`src/rtl/telemetry_rx.sv`:
```
// Receive side of the e-bike telemetry UART link (8N1, LSB first, idle high).
// Frames AA 55 + six payload bytes into 12-bit battery, current and torque values.
module telemetry_rx #(
  parameter int BAUD_DIV = 2604
) (
  input  logic        clk,
  input  logic        rst_n,
  input  logic        RX,
  output logic [11:0] batt_v,
  output logic [11:0] avg_curr,
  output logic [11:0] avg_torque,
  output logic        pkt_vld,
  output logic        frm_err
);

  localparam int CW = $clog2(BAUD_DIV);
  localparam logic [CW-1:0] HALF_LD = CW'(BAUD_DIV / 2 - 1);
  localparam logic [CW-1:0] FULL_LD = CW'(BAUD_DIV - 1);

  localparam logic [1:0] S_IDLE  = 2'd0;
  localparam logic [1:0] S_START = 2'd1;
  localparam logic [1:0] S_DATA  = 2'd2;
  localparam logic [1:0] S_STOP  = 2'd3;

  localparam logic [1:0] P_SYNC1 = 2'd0;
  localparam logic [1:0] P_SYNC2 = 2'd1;
  localparam logic [1:0] P_PAYLD = 2'd2;

  logic rx_meta_q, rx_sync_q, rx_prev_q;
  logic start_edge;

  logic [1:0]    bit_st_q, bit_st_d;
  logic [CW-1:0] baud_cnt_q, baud_cnt_d;
  logic [3:0]    bit_cnt_q, bit_cnt_d;
  logic [7:0]    shift_q, shift_d;
  logic          byte_rdy_q, byte_rdy_d;
  logic          frm_err_q, frm_err_d;

  logic [1:0]  pkt_st_q, pkt_st_d;
  logic [2:0]  idx_q, idx_d;
  logic [11:0] batt_sh_q, batt_sh_d;
  logic [11:0] curr_sh_q, curr_sh_d;
  logic [3:0]  torq_hi_q, torq_hi_d;
  logic [11:0] batt_q, batt_d;
  logic [11:0] curr_q, curr_d;
  logic [11:0] torq_q, torq_d;
  logic        pkt_vld_q, pkt_vld_d;

  // Preset to idle-high so reset release never looks like a start edge.
  always_ff @(posedge clk or negedge rst_n) begin
    if (!rst_n) begin
      rx_meta_q <= 1'b1;
      rx_sync_q <= 1'b1;
      rx_prev_q <= 1'b1;
    end else begin
      rx_meta_q <= RX;
      rx_sync_q <= rx_meta_q;
      rx_prev_q <= rx_sync_q;
    end
  end

  assign start_edge = rx_prev_q & ~rx_sync_q;

  always_comb begin
    bit_st_d   = bit_st_q;
    baud_cnt_d = baud_cnt_q;
    bit_cnt_d  = bit_cnt_q;
    shift_d    = shift_q;
    byte_rdy_d = 1'b0;
    frm_err_d  = 1'b0;
    case (bit_st_q)
      S_IDLE: begin
        if (start_edge) begin
          bit_st_d   = S_START;
          baud_cnt_d = HALF_LD;
        end
      end
      S_START: begin
        if (baud_cnt_q == '0) begin
          if (rx_sync_q) begin
            bit_st_d = S_IDLE;
          end else begin
            bit_st_d   = S_DATA;
            baud_cnt_d = FULL_LD;
            bit_cnt_d  = 4'd0;
          end
        end else begin
          baud_cnt_d = baud_cnt_q - 1'b1;
        end
      end
      S_DATA: begin
        if (baud_cnt_q == '0) begin
          shift_d    = {rx_sync_q, shift_q[7:1]};
          baud_cnt_d = FULL_LD;
          bit_cnt_d  = bit_cnt_q + 4'd1;
          if (bit_cnt_q == 4'd7) bit_st_d = S_STOP;
        end else begin
          baud_cnt_d = baud_cnt_q - 1'b1;
        end
      end
      S_STOP: begin
        if (baud_cnt_q == '0) begin
          byte_rdy_d = rx_sync_q;
          frm_err_d  = ~rx_sync_q;
          // A new start edge coinciding with the stop sample must not be lost.
          if (start_edge) begin
            bit_st_d   = S_START;
            baud_cnt_d = HALF_LD;
          end else begin
            bit_st_d = S_IDLE;
          end
        end else begin
          baud_cnt_d = baud_cnt_q - 1'b1;
        end
      end
      default: bit_st_d = S_IDLE;
    endcase
  end

  always_ff @(posedge clk or negedge rst_n) begin
    if (!rst_n) begin
      bit_st_q   <= S_IDLE;
      baud_cnt_q <= '0;
      bit_cnt_q  <= 4'd0;
      shift_q    <= 8'h00;
      byte_rdy_q <= 1'b0;
      frm_err_q  <= 1'b0;
    end else begin
      bit_st_q   <= bit_st_d;
      baud_cnt_q <= baud_cnt_d;
      bit_cnt_q  <= bit_cnt_d;
      shift_q    <= shift_d;
      byte_rdy_q <= byte_rdy_d;
      frm_err_q  <= frm_err_d;
    end
  end

  // Payload is staged in shadow registers so outputs only change on a complete packet.
  always_comb begin
    pkt_st_d  = pkt_st_q;
    idx_d     = idx_q;
    batt_sh_d = batt_sh_q;
    curr_sh_d = curr_sh_q;
    torq_hi_d = torq_hi_q;
    batt_d    = batt_q;
    curr_d    = curr_q;
    torq_d    = torq_q;
    pkt_vld_d = 1'b0;
    if (frm_err_q) begin
      pkt_st_d = P_SYNC1;
      idx_d    = 3'd0;
    end else if (byte_rdy_q) begin
      case (pkt_st_q)
        P_SYNC1: if (shift_q == 8'hAA) pkt_st_d = P_SYNC2;
        P_SYNC2: begin
          if (shift_q == 8'h55) begin
            pkt_st_d = P_PAYLD;
            idx_d    = 3'd0;
          end else if (shift_q != 8'hAA) begin
            pkt_st_d = P_SYNC1;
          end
        end
        P_PAYLD: begin
          idx_d = idx_q + 3'd1;
          case (idx_q)
            3'd0: batt_sh_d[11:8] = shift_q[3:0];
            3'd1: batt_sh_d[7:0]  = shift_q;
            3'd2: curr_sh_d[11:8] = shift_q[3:0];
            3'd3: curr_sh_d[7:0]  = shift_q;
            3'd4: torq_hi_d       = shift_q[3:0];
            default: begin
              batt_d    = batt_sh_q;
              curr_d    = curr_sh_q;
              torq_d    = {torq_hi_q, shift_q};
              pkt_vld_d = 1'b1;
              pkt_st_d  = P_SYNC1;
              idx_d     = 3'd0;
            end
          endcase
        end
        default: pkt_st_d = P_SYNC1;
      endcase
    end
  end

  always_ff @(posedge clk or negedge rst_n) begin
    if (!rst_n) begin
      pkt_st_q  <= P_SYNC1;
      idx_q     <= 3'd0;
      batt_sh_q <= 12'h000;
      curr_sh_q <= 12'h000;
      torq_hi_q <= 4'h0;
      batt_q    <= 12'h000;
      curr_q    <= 12'h000;
      torq_q    <= 12'h000;
      pkt_vld_q <= 1'b0;
    end else begin
      pkt_st_q  <= pkt_st_d;
      idx_q     <= idx_d;
      batt_sh_q <= batt_sh_d;
      curr_sh_q <= curr_sh_d;
      torq_hi_q <= torq_hi_d;
      batt_q    <= batt_d;
      curr_q    <= curr_d;
      torq_q    <= torq_d;
      pkt_vld_q <= pkt_vld_d;
    end
  end

  assign batt_v     = batt_q;
  assign avg_curr   = curr_q;
  assign avg_torque = torq_q;
  assign pkt_vld    = pkt_vld_q;
  assign frm_err    = frm_err_q;

endmodule
```
`config.mk`:
```
export PLATFORM = sky130hd
export DESIGN_NAME = telemetry_rx
export DESIGN_NICKNAME = d
export VERILOG_FILES = /design/src/rtl/telemetry_rx.sv
export SDC_FILE = /design/constraint.sdc
export NUM_CORES = 1
export LEC_CHECK = 0
export BUFFER_PORTS_ARGS = -buffer_cell sky130_fd_sc_hd__clkbuf_2
export CAP_MARGIN = 30
export CORE_UTILIZATION = 54
export DETAILED_ROUTE_END_ITERATION = 10
export HOLD_SLACK_MARGIN = 0.08
export PLACE_DENSITY_LB_ADDON = 0.1
export RECOVER_POWER = 100
export SYNTH_ARGS = -nofsm -noshare
export SYNTH_HDL_FRONTEND = slang
export SYNTH_SLANG_ARGS = --single-unit
```
`constraint.sdc`:
```
create_clock -name clk -period 3.2 [get_ports clk]
set_input_delay 0.64 -clock clk [delete_from_list [all_inputs] [get_ports clk]]
set_output_delay 0.64 -clock clk [all_outputs]
set_load 0.02 [all_outputs]
```
==> run metrics <==
worst-path fanout max=12; root buffer cell=clkbuf_8; RD Place Congestion=0.874; total core area=8220 µm²; Reg-to-Reg Start=baud_cnt_q[6]; clock buffer depth=2; Slowest-stage cell, CP=nor4_1; max-slew violation count=0; I/O pins=41; Crit. End Element=flop; Final setup viols=0; Synth Instances=368; nets@finish=420; Fmax=401 MHz; Tot GR Track Use=0.210; largest net degree at the start of global routing=61; antenna violations before repair=0; CTS HTree Levels=3; placed instance count=498; share of layout cells above drive strength 1=0.222; post-CTS sizing=0; Post-synth ARST share=1.00; clock transition at the registers of the reported paths=0.10 ns; crit-path max cell delay=0.59 ns; Starting Density=0.557; synth top area cells=dfrtp_1, mux2_2, ha_1; Inserted Clock Buffers=9; top-count cell post-synth=dfrtp_1; Clk Latency, worst-skew pair=0.36 ns; Yosys top cell by area=dfrtp_1; Slew Limit Headroom=0.0504; Final period util=0.779; Die W=94.1 µm; drt total wl=8.25 mm; worst vdd ir=0.000554 V; Final Hold Viols=0; top cells by count, synth=dfrtp_1, mux2_2, nand2_1; CTS tree=done; Ant. Diodes=0; dpl hpwl=5.65 mm; GR Overflow Total=0; Die Y=94.1 µm; violation count after the first detailed-route iteration=143; Worst Skew=0.00834 ns; PortBufs=40; Power per Cell Area=641 nW/µm²; TritonRoute pass-1 iters=4; Reg2Reg Depth=4; Netlist Area Pre-Place=4580 µm²; CTS Sinks=101; # hold bufs at CTS=0; crit-path cells=nor4_1, and4_1, nand2_1, mux2_1; Psw=1.11 mW; HP Class=input port to async pin; status=completed; Avg Cell Area, Syn=12.4 µm²; per-cell routed wire length=16.0 µm; R2R Setup Slk=0.71 ns; Comb pwr share=0.270; Clock power frac=0.268; Rows=33; total number of vias=2972; most common flop cell mapped by yosys=dfrtp_1; crit start category=flop; register area share after synthesis=0.553; post-synthesis cell type count=56; FF+latch count, synth=101; Flop pwr share=0.461; WP data required=3.44 ns; slew at the pin with the worst max-slew slack=1.42 ns; Period minus WS final=2.49 ns; leak pwr=2.41 nW; setup bufs post-CTS=0; Vias/cell=5.78; P&R area growth vs syn=8.53%; Antenna Nets Post-Route=0; RSZ-0062 raised after global routing=false; FF-to-FF End=shift_q[2]; Worst Path Arrival=2.74 ns; full die area=8850 µm²; WS Path Type=flop to flop; first-pass GRT wire length=14.2 mm; number of enable flip-flop cells after synthesis=0; syn nets=384; Net Sw Frac=0.348; P_int=2.08 mW; Fin Setup TNS=0 ns; Max Cap Viol=0; fillers=734; DRC Markers=0; vias in the first global route=2897; share of the synthesized area in the top cell type=0.536; Ys Warns=0; fin cells=514
power groups by stage:
stage                     combinational [mW]  clock (mW)  sequential (mW)
after floorplan                        0.718           0             1.46
after global placement                 0.856           0             1.50
after detailed placement               0.880           0             1.50
after CTS                              0.882       0.879             1.48
after global routing                   0.973       0.945             1.49
final                                  0.861       0.855             1.47
worst max-delay path, delay by kind of cell (launching register included):
kind	cells	cell delay, ns
DFF	1	0.45
muxes	1	0.40
and+or+nand+nor	3	1.53
per-stage QoR:
step | hold WS (ns) | setup WS [ns] | utilization | cell area, µm² | power, mW
after floorplan | 0.344 | 1.36 | - | 4580 | 2.18
after global placement | 0.351 | 1.03 | 0.591 | 4860 | 2.35
after detailed placement | 0.350 | 0.952 | 0.591 | 4860 | 2.38
after CTS | 0.258 | 0.948 | 0.618 | 5070 | 3.24
after global routing | 0.268 | 0.494 | 0.605 | 4970 | 3.40
final | 0.242 | 0.706 | 0.605 | 4970 | 3.18
state kept, by name (all words and copies together) (netlist names), 2 cells and up, named ones only:
signal      flops
avg_torque     12
pkt_st_q        2
shift_q         8
batt_v         12
curr_sh_q      12
avg_curr       12
baud_cnt_q     12
batt_sh_q      12
idx_q           3
torq_hi_q       4
bit_cnt_q       4
cell families (layout without fill, tap and decap cells):
| logic type | Yosys count | after routing | share of synthesized area |
|---|---|---|---|
| AND/OR/NAND/NOR | 94 | 94 | 0.115 |
| multiplexers | 75 | 75 | 0.184 |
| AO/OA/AOI/OAI | 57 | 57 | 0.0858 |
| adder cells (fa/ha/maj) | 13 | 13 | 0.0355 |
| buffers and inverters | 28 | 69 | 0.0268 |
| flip-flops | 101 | 101 | 0.553 |
cells in the final DEF (no fill, tap or decap), types with 2 or more instances in the layout:
master	count
o31ai_1	2
nand2_1	29
nand4_1	2
o32ai_1	4
mux2_1	7
o21ai_0	12
ha_1	13
nor2b_1	2
a31oi_1	6
nand3_1	6
and3_1	3
nand4b_1	2
dfrtp_1	98
a2bb2oi_1	3
inv_8	2
mux2i_1	2
or4_1	2
clkbuf_8	10
clkinv_4	2
a21o_1	2
clkbuf_1	39
nor3_1	11
dfstp_2	2
o211ai_1	2
nand2b_1	4
a22o_1	2
inv_1	11
nor4_1	5
nor2_1	18
clkbuf_2	2
a211oi_1	2
mux2_2	66
nor4bb_1	3
a21oi_1	10
metal layers:
layer  up-vias  part of all wire  track usage
li1       1406                 -            -
met1      1497              0.47        0.291
met2        61              0.48        0.325
met3         8             0.039       0.0413
met4         0             0.012       0.0833
met5         -                 0            0
area by class of cell:
cell class / instances / area (µm²) / share of cell area
well taps: 105 / 131 / 0.0264
repair buffers: 42 / 164 / 0.0330
clock inverters: 6 / 78.8 / 0.0159
inverters: 11 / 41.3 / 0.00831
flip-flops and latches: 101 / 2530 / 0.509
clock buffers: 10 / 138 / 0.0277
multi-input cells: 239 / 1880 / 0.379
worst max path at each step:
stage / endpoint / startpoint / slack, ns
after floorplan: baud_cnt_q[7] / bit_st_q[0] / 1.36
after global placement: avg_curr[0] / idx_q[1] / 1.03
after detailed placement: batt_v[8] / idx_q[1] / 0.95
after CTS: avg_curr[8] / idx_q[1] / 0.95
after global routing: bit_cnt_q[3] / baud_cnt_q[6] / 0.49
final: shift_q[2] / baud_cnt_q[6] / 0.71
No activity file was read; power rests on OpenSTA's default activity.
